**config.mk**
```make
export PLATFORM = sky130hd
export DESIGN_NAME = gpio_mulcount
export DESIGN_NICKNAME = d
export VERILOG_FILES = /design/src/rtl/gpio_mulcount.sv
export SDC_FILE = /design/constraint.sdc
export NUM_CORES = 1
export LEC_CHECK = 0
export BUFFER_PORTS_ARGS = -buffer_cell sky130_fd_sc_hd__buf_2
export CAP_MARGIN = 40
export CORE_ASPECT_RATIO = 1.4
export CORE_UTILIZATION = 60
export CTS_BUF_LIST = sky130_fd_sc_hd__clkbuf_2 sky130_fd_sc_hd__clkbuf_4 sky130_fd_sc_hd__clkbuf_8
export CTS_CLUSTER_DIAMETER = 200
export DETAILED_ROUTE_END_ITERATION = 10
export HOLD_SLACK_MARGIN = 0.05
export PLACE_DENSITY = 0.9
export SYNTH_ARGS = -nofsm -noshare
export SYNTH_HDL_FRONTEND = slang
export SYNTH_SLANG_ARGS = --single-unit
```
**constraint.sdc**
```tcl
create_clock -name clk -period 5.4 [get_ports clk]
set_clock_uncertainty 0.05 [all_clocks]
set_input_delay 0.54 -clock clk [delete_from_list [all_inputs] [get_ports clk]]
set_output_delay 0.54 -clock clk [all_outputs]
set_load 0.01 [all_outputs]
```
**src/rtl/gpio_mulcount.sv**
```systemverilog
// Memory-mapped serial multiply / popcount peripheral on the GPIO slave bus.
// Operands snapshot on start; W, L, valid and op_count commit together on the DONE cycle.
module gpio_mulcount #(
   parameter int unsigned ARG_W     = 24,
   parameter int unsigned RES_W     = 32,
   parameter logic [15:0] ADDR_A1   = 16'h0380,
   parameter logic [15:0] ADDR_A2   = 16'h0388,
   parameter logic [15:0] ADDR_W    = 16'h0390,
   parameter logic [15:0] ADDR_L    = 16'h0398,
   parameter logic [15:0] ADDR_CTRL = 16'h03A0
) (
   input  logic        clk,
   input  logic        reset,
   input  logic [15:0] saddress,
   input  logic        srd,
   input  logic        swr,
   input  logic [31:0] sdata_in,
   output logic [31:0] sdata_out,
   input  logic [31:0] gpio_in,
   input  logic        gpio_latch,
   output logic [31:0] gpio_in_s_insp,
   output logic [31:0] gpio_out
);

   localparam int unsigned ACC_W   = 2 * ARG_W;
   localparam int unsigned L_W     = $clog2(RES_W + 1);
   localparam int unsigned CNT_MAX = (ARG_W > RES_W) ? ARG_W : RES_W;
   localparam int unsigned CNT_W   = $clog2(CNT_MAX + 1);

   typedef enum logic [1:0] {S_IDLE, S_MULT, S_COUNT, S_DONE} state_t;

   state_t             state;
   state_t             state_next;

   logic [ARG_W-1:0]   a1;
   logic [ARG_W-1:0]   a2;
   logic [ACC_W-1:0]   mcand;
   logic [ARG_W-1:0]   mplier;
   logic [ACC_W-1:0]   acc;
   logic [RES_W-1:0]   pop_sr;
   logic [L_W-1:0]     ones;
   logic [CNT_W-1:0]   bit_cnt;
   logic [RES_W-1:0]   res_w;
   logic [L_W-1:0]     res_l;
   logic               valid;
   logic               err;
   logic [15:0]        op_count;

   logic               wr_ctrl_c;
   logic               busy_c;
   logic               start_c;
   logic               mult_last_c;
   logic               count_last_c;
   logic               hi_zero_c;
   logic [ACC_W-1:0]   acc_next_c;
   logic               load_c;
   logic               mult_c;
   logic               count_c;
   logic               finish_c;
   logic [31:0]        rd_data_c;
   logic               unused_c;

   assign wr_ctrl_c    = swr && (saddress == ADDR_CTRL);
   assign busy_c       = (state != S_IDLE);
   assign start_c      = wr_ctrl_c && sdata_in[0] && !busy_c;
   assign mult_last_c  = (bit_cnt == CNT_W'(ARG_W - 1));
   assign count_last_c = (bit_cnt == CNT_W'(RES_W - 1));
   assign acc_next_c   = acc + (mplier[0] ? mcand : '0);
   assign gpio_out     = {16'h0, op_count};
   assign unused_c     = ^sdata_in;

   // Product bits above the stored width decide overflow; none exist when the result fits.
   if (ACC_W > RES_W) begin : g_hi
      assign hi_zero_c = (acc[ACC_W-1:RES_W] == '0);
   end else begin : g_nohi
      assign hi_zero_c = 1'b1;
   end

   always_ff @(posedge clk) begin
      if (reset) state <= S_IDLE;
      else       state <= state_next;
   end

   always_comb begin
      state_next = state;
      case (state)
         S_IDLE:  if (start_c)      state_next = S_MULT;
         S_MULT:  if (mult_last_c)  state_next = S_COUNT;
         S_COUNT: if (count_last_c) state_next = S_DONE;
         S_DONE:                    state_next = S_IDLE;
         default:                   state_next = S_IDLE;
      endcase
   end

   always_comb begin
      load_c   = 1'b0;
      mult_c   = 1'b0;
      count_c  = 1'b0;
      finish_c = 1'b0;
      case (state)
         S_IDLE:  load_c   = start_c;
         S_MULT:  mult_c   = 1'b1;
         S_COUNT: count_c  = 1'b1;
         S_DONE:  finish_c = 1'b1;
         default: ;
      endcase
   end

   // Shift-add multiplier, then popcount via a shifting copy of the truncated product.
   always_ff @(posedge clk) begin
      if (reset) begin
         mcand    <= '0;
         mplier   <= '0;
         acc      <= '0;
         pop_sr   <= '0;
         ones     <= '0;
         bit_cnt  <= '0;
         res_w    <= '0;
         res_l    <= '0;
         valid    <= 1'b1;
         op_count <= '0;
      end else begin
         if (load_c) begin
            mcand   <= ACC_W'(a1);
            mplier  <= a2;
            acc     <= '0;
            ones    <= '0;
            bit_cnt <= '0;
         end
         if (mult_c) begin
            acc    <= acc_next_c;
            mcand  <= mcand << 1;
            mplier <= mplier >> 1;
            if (mult_last_c) begin
               bit_cnt <= '0;
               pop_sr  <= RES_W'(acc_next_c);
            end else begin
               bit_cnt <= bit_cnt + CNT_W'(1);
            end
         end
         if (count_c) begin
            ones    <= ones + L_W'(pop_sr[0]);
            pop_sr  <= pop_sr >> 1;
            bit_cnt <= bit_cnt + CNT_W'(1);
         end
         if (finish_c) begin
            res_w    <= RES_W'(acc);
            res_l    <= ones;
            valid    <= hi_zero_c;
            op_count <= op_count + 16'd1;
         end
      end
   end

   always_comb begin
      rd_data_c = '0;
      case (saddress)
         ADDR_A1:   rd_data_c = 32'(a1);
         ADDR_A2:   rd_data_c = 32'(a2);
         ADDR_W:    rd_data_c = 32'(res_w);
         ADDR_L:    rd_data_c = 32'(res_l);
         ADDR_CTRL: rd_data_c = {28'h0, err, busy_c, !busy_c, valid};
         default:   rd_data_c = '0;
      endcase
   end

   // Bus side: operand registers, sticky error, read data and input capture.
   always_ff @(posedge clk) begin
      if (reset) begin
         a1             <= '0;
         a2             <= '0;
         err            <= 1'b0;
         sdata_out      <= '0;
         gpio_in_s_insp <= '0;
      end else begin
         if (swr && (saddress == ADDR_A1)) a1 <= sdata_in[ARG_W-1:0];
         if (swr && (saddress == ADDR_A2)) a2 <= sdata_in[ARG_W-1:0];
         if (wr_ctrl_c) begin
            if (sdata_in[1])           err <= 1'b0;
            if (sdata_in[0] && busy_c) err <= 1'b1;
         end
         if (srd)        sdata_out      <= rd_data_c;
         if (gpio_latch) gpio_in_s_insp <= gpio_in;
      end
   end

endmodule

```
### Word level (Yosys, flattened, before mapping)

Index checks and enable logic that the tools add are counted.

* bits in registers: 334
* output and inout port bits: 96

* equal/unequal tests: 13
* add/sub/neg operators: 4
* reductions and logical operators: 22
* multiplexer cells: 26

Operator list (number)
* $mux W48: 5
* $pmux W32 S5: 1
* $mux W31: 3
* $eq A16 B10 Y1 const B: 5
* $add A48 B48 Y48: 1
* $mux W23: 2
* $mux W6: 5
* $add A16 B1 Y16 const B: 1
* $logic_not A16 Y1: 1
* $eq A6 B5 Y1 const B: 2
* $reduce_bool A2 Y1: 6
* $pmux W2 S4: 1
* $add A6 B1 Y6: 1
* $add A6 B1 Y6 const B: 1
* $logic_and A1 B1 Y1: 6
* $mux W1: 6
* $mux W2: 3
* $ne A2 B2 Y1 const B: 3
* $reduce_and A2 Y1: 3
* $eq A2 B2 Y1 const B: 2
* $reduce_or A2 Y1: 2
* $reduce_and A3 Y1: 1
* $reduce_bool A3 Y1: 1
* $eq A2 B1 Y1 const B: 1
* other kinds (2): 2

### Logic depth before layout (Yosys ltp)

Gate-level depths: netlist of the first run.

* depth after elaboration: 8
* depth in mapped cells: 14
* depth with buffers taken out: 13

### Least setup slack after synthesis of the first run

No wires, ideal clock.

* path kind: register -> register
* from: reg mplier[0]
* to: reg acc[44]
* cell stages (with the launch flop): 14
* arrival time: 3.007 ns
* period minus slack after synthesis: 3.179 ns
* path slack: 2.221 ns
* setup time: 0.122 ns
* path through: dfxtp_1 clkbuf_1 clkbuf_1 and2_1 ha_1 a21o_1 o21bai_4 a211o_1 a41o_1 a31o_4 a211o_2 a31oi_1 mux2i_1 nand3_2

* word-level cells in the longest chain between the ends: 3

RTL lines
* start: declaration: RTL line 38 `logic [ARG_W-1:0] mplier;`
* start signal: assignment: RTL line 133 `mplier <= mplier >> 1;`
* $mux W48: RTL line 68 `assign acc_next_c = acc + (mplier[0] ? mcand : '0);`
* $add A48 B48 Y48: RTL line 68
* $mux W48: RTL line 130 `if (mult_c) begin`
* end signal: assignment: RTL line 131 `acc <= acc_next_c;`
* end: declaration: RTL line 39 `logic [ACC_W-1:0] acc;`

No other way between the ends.
A chain may end at the register's enable or synchronous reset.

### Worst setup path in the final report of the first run

* from: reg mplier[0]
* to: reg acc[46]

The elaborated chain is that of the path after synthesis.

==> impl_metrics.yaml, run 1 <==
setup_path:
  arrival_ns: 4.35
  r2r_cells: 13
  startpoint_type: "register"
  critPathMaxFanout: 30
  worstSetupPathType: "reg -> reg"
  cp-end-kind: "register"
  required_ns: 5.85
logic_synthesis:
  syn_area_um2: 16900
  ys_warn_count: 0
  yosys-top-cells-area: "dfxtp_1, a21oi_1, nand2_1"
  synth_top_area_cell: "dfxtp_1"
  syn-instance-count: 2155
  async_flop_share_pct: 0
  yosysTopAreaCellShare_pct: 39.6
  synth_edf_count: 0
  synthDistinctLibCells: 92
  ys_seq_elements: 334
  synth-main-ff-cell: "dfxtp_1"
  avgSynthCellArea_um2: 7.83
  synth-seq-area-share_pct: 39.6
routing:
  antenna_left: 0
  drcViolationCount: 0
  wl_per_cell_um: 16.3
  drt-initial-drc-count: 1046
  vias_per_cell: 5.87
  wirelength_um: 43300
  vias: 15579
  first_pass_iters: 5
clock_tree:
  insertion_delay_ns: 0.62
  ctsHoldBuffers: 0
  cts_made_buffers: 51
  clk_path_buf_depth: 3
  cts_tree: "yes"
  post_cts_resize_count: 0
  clkSinkCount: 334
  cts-root-buf: "clkbuf_8"
  cts_setup_buffers: 0
  clk_pin_slew_worst_paths_ns: 0.08
  htree_levels: 2
global_routing:
  grt_max_degree: 94
  antenna_found_initial: 0
  grt_overflow_total: 0
  grt_pass1_vias: 15389
  grt_first_pass_wirelength_um: 71300
  grtUsageTotal_pct: 30.2
run_status:
  status: "complete, no violations"
timing:
  worstMarginPinSlew_ns: 0.883
  max_freq_mhz: 257
  finalHoldViolations: 0
  period_needed_ns: 3.89
  drv_slew: 0
  setup-tns-final_ns: 0
  grt_setup_unrepaired: "no"
  slew_headroom_pct: 41.1
  worst_hold_slack_ns: 0.130
  finalSetupViolCount: 0
  fin_crit_sh_pct: 72.1
final_layout:
  nNetsFinal: 2385
  area_growth_pct: 12.6
  fin_cells: 2654
  drive_above_1_share_pct: 14.1
  final_core_util_pct: 68.7
  antenna_cells: 0
die:
  core-area_um2: 27700
  initial_core_util_pct: 61.0
  die_h_um: 200
  rows: 72
  fp.dieW_um: 144
  io_pins: 181
  die_area_um2: 28800
worst_hold_path:
  worstHoldPathCells: 3
  hold_path.class: "in -> reg"
pwr:
  vdd.ir_drop.worst_mv: 0.258
  power_uw: 5040
  powerDensity_nw_per_um2: 265
  leakagePower_uw: 0.00795
run:
  cap_violations: 0
placement:
  dp_hpwl_um: 29300
  numPortBuffers: 156
  place_inst: 2561
  routabilityCongestion: 0.926
## layout make-up
type,instances,area [um^2]
Clock buffer,82,1040
Clock inverter,11,130
Fill cell,2168,8660
Inverter,25,93.8
Multi-Input combinational cell,1648,9490
Sequential cell,334,6690
Tap cell,370,463
Timing Repair Buffer,184,1100
## logic make-up after synthesis
logic type,Yosys count,synth area share (%)
multiplexers,125,7.62
buffers and inverters,188,4.69
flip-flops,334,39.6
adder cells (fa/ha/maj),56,4.20
AND/OR/NAND/NOR,871,22.6
XOR/XNOR,52,2.70
AO/OA/AOI/OAI,528,18.5
other,1,0.0222
## synthesized netlist by cell type, types with 25 or more instances
library cell,n
o21ai_0,81
xnor2_1,25
a21oi_1,305
nand2_1,345
a21o_1,29
mux2i_1,115
nand3_1,41
ha_1,55
nor2_1,311
xor2_1,27
clkbuf_1,115
and2_1,51
dfxtp_1,334
## state kept, by name, indices dropped and copies added (netlist names), 2 cells and up
| signal | cells |
|---|---|
| acc | 48 |
| mcand | 48 |
| gpio_in_s_insp | 32 |
| pop_sr | 32 |
| res_w | 32 |
| sdata_out | 32 |
| a1 | 24 |
| a2 | 24 |
| mplier | 24 |
| op_count | 16 |
| bit_cnt | 6 |
| ones | 6 |
| res_l | 6 |
| state | 2 |
## worst max-delay path, cell delays in order, from the launching register on
cell      delay [ns]
dfxtp_1         0.88
and2_1          0.24
ha_1            0.20
inv_1           0.07
fa_1            0.39
nand2b_1        0.17
a21o_1          0.20
a311oi_2        0.36
nor4_2          0.12
nor2_1          0.21
a21oi_2         0.14
o31ai_1         0.32
a221oi_1        0.15
mux2_2          0.28
## cells in the final DEF (no fill, tap or decap), drive strengths merged, types with 6 or more instances in the layout
master  instances
nand2         346
dfxtp         334
nor2          311
a21oi         308
buf           184
mux2i         115
o21ai          89
clkbuf         82
ha             55
and2           52
nand3          42
a21o           29
xor2           27
xnor2          25
nand2b         24
inv            24
nor3           19
nand4          17
conb           16
and3           16
a211oi         16
nor2b          12
o21bai          9
clkinv          9
mux2            8
a31oi           8
a311oi          8
nor4            7
o21a            6
a211o           6
## routing by layer
metal | vias up | part of all wire, % | wire length, um | GRT usage (%)
li1 | 7508 | - | - | -
met1 | 7252 | 38 | 16400 | 32.7
met2 | 630 | 52 | 22400 | 55.1
met3 | 189 | 5.3 | 2290 | 4.39
met4 | 0 | 5.0 | 2190 | 16.9
met5 | - | 0 | 0 | 0
## per-stage QoR
step,cell area (um^2),setup WS (ns)
after global placement,17700,1.58
after floorplan,16900,2.22
after CTS,19000,1.52
after detailed placement,17800,1.52
after global routing,19000,1.29
final,19000,1.51
## path summary, 6_finish.rpt
kind	end	from	slack (ns)
min reg2reg	sdata_out[20]	sdata_out[20]	0.42
max	acc[46]	mplier[0]	1.51
min	a2[8]	sdata_in[8]	0.13
max reg2reg	acc[46]	mplier[0]	1.51
## power breakdown
part           leakage [uW]  internal (uW)  switching [uW]
combinational       0.00463           62.9             111
clock              0.000627           1360            1010
sequential          0.00270           2480            7.79
total               0.00795           3910            1130
Power figures use the tool's default switching activity.
==> run 2: changes to the inputs <==
==> constraint.sdc (replaced) <==
create_clock -name clk -period 3.9 [get_ports clk]
set_clock_uncertainty 0.05 [all_clocks]
set_input_delay 0.39 -clock clk [delete_from_list [all_inputs] [get_ports clk]]
set_output_delay 0.39 -clock clk [all_outputs]
set_load 0.01 [all_outputs]
==> impl_metrics.yaml, run 2 (synthesis results as in run 1) <==
run_status:
  status: "complete, no violations"
routing:
  drt-initial-drc-count: 980
  drcViolationCount: 0
  wl_per_cell_um: 16.6
  vias_per_cell: 5.83
  wirelength_um: 44900
  antenna_left: 0
  first_pass_iters: 5
  vias: 15807
pwr:
  powerDensity_nw_per_um2: 358
  power_uw: 6990
  leakagePower_uw: 0.00817
  vdd.ir_drop.worst_mv: 0.347
global_routing:
  grt_max_degree: 101
  grt_overflow_total: 0
  use_met1_pct: 34.7
  grtUsageTotal_pct: 31.4
  grt.busiest_layer: "met2"
  met2_usage_pct: 55.5
  grt_pass1_vias: 15796
  antenna_found_initial: 1
  grt_first_pass_wirelength_um: 73700
  use_met3_pct: 4.60
clock_tree:
  htree_levels: 2
  cts_setup_buffers: 0
  cts_tree: "yes"
  clk_pin_slew_worst_paths_ns: 0.06
  cts_made_buffers: 51
  cts-root-buf: "clkbuf_8"
  clk_path_buf_depth: 3
  insertion_delay_ns: 0.61
  clkSinkCount: 334
placement:
  numPortBuffers: 156
  routabilityCongestion: 0.947
  dp_hpwl_um: 29100
  place_inst: 2562
  postPlaceCellArea_um2: 17800
final_layout:
  final_cell_mix: "nand2_1, dfxtp_1, nor2_1"
  nNetsFinal: 2442
  num-fill-cells: 2100
  area_growth_pct: 15.8
  final_core_util_pct: 70.6
  final_common_cell: "nand2_1"
  fin_cells: 2710
  drive_above_1_share_pct: 13.8
  fin_area_um2: 19500
  largestRegisters: "acc (48), mcand (48)"
setup_path:
  worstSetupPathType: "reg -> reg"
  cp-end-kind: "register"
  arrival_ns: 4.00
  critPathMaxFanout: 46
  required_ns: 4.33
  startpoint_type: "register"
die:
  core-area_um2: 27700
  rows: 72
  die_h_um: 200
  initial_core_util_pct: 61.0
  fp.dieW_um: 144
  io_pins: 181
  die_area_um2: 28800
timing:
  finalHoldViolations: 0
  worstMarginPinSlew_ns: 0.945
  finalSetupViolCount: 0
  grt_setup_unrepaired: "no"
  fin_crit_sh_pct: 91.5
  drv_slew: 0
  setup-tns-final_ns: 0
  slew_headroom_pct: 37.0
  period_needed_ns: 3.57
  max_freq_mhz: 280
run:
  cap_violations: 0
worst_hold_path:
  hold_path.class: "in -> reg"
==> run 2: worst max-delay path, cell delays in order, from the launching register on <==
cell	delay, ns
dfxtp_1	0.41
buf_12	0.23
and2_1	0.15
ha_1	0.30
o21a_1	0.21
o21ai_0	0.23
a311oi_2	0.11
nor4_2	0.39
nor2_1	0.15
a21oi_2	0.30
o31ai_1	0.14
a221oi_1	0.38
mux2_2	0.38
==> run 2: repair_timing <==
item | in CTS | in global routing
endpoints found under the setup margin | 0 | 0
hold buffers | 56 | 0
hold endpoints to repair | 80 | 0
gates resized for setup | 0 | 0
==> run 2: worst paths after layout <==
| path | slack, ns | to | from | cells past startpoint |
|---|---|---|---|---|
| worst min-delay path | 0.15 | sdata_out[2] | srd | 3 |
| worst max-delay path | 0.33 | acc[46] | mplier[0] | 12 |
| worst min register to register | 0.42 | sdata_out[22] | sdata_out[22] | 2 |
| worst max register to register | 0.33 | acc[46] | mplier[0] | 12 |
==> run 2: layout make-up <==
| type | count | area (um^2) | area share (%) |
|---|---|---|---|
| antenna | 1 | 2.50 | 0.0128 |
| clock buffer | 83 | 1030 | 5.27 |
| clock inverter | 8 | 115 | 0.589 |
| inverter | 25 | 93.8 | 0.480 |
| multi-input combinational | 1648 | 9490 | 48.6 |
| sequential | 334 | 6690 | 34.2 |
| tap | 370 | 463 | 2.37 |
| timing repair buffer | 241 | 1660 | 8.48 |
==> run 2: per-layer routing <==
metal / share of wire (%) / vias to the layer above / routed length (um)
met1: 38 / 7367 / 17000
met3: 5.4 / 202 / 2430
met4: 5.6 / 0 / 2510
met5: 0 / - / 0
li1: - / 7644 / -
met2: 51 / 594 / 22900
==> run 2: metrics by stage <==
| stage | worst slack (ns) | hold WS [ns] |
|---|---|---|
| after floorplan | 0.721 | 0.382 |
| after global placement | 0.510 | 0.393 |
| after detailed placement | 0.400 | 0.405 |
| after CTS | 0.389 | 0.111 |
| after global routing | 0.166 | 0.150 |
| final | 0.331 | 0.154 |
==> run 2: power breakdown <==
group	internal [uW]	total, uW	switching [uW]
combinational	125	293	169
clock	1860	3250	1390
sequential	3430	3450	12.1
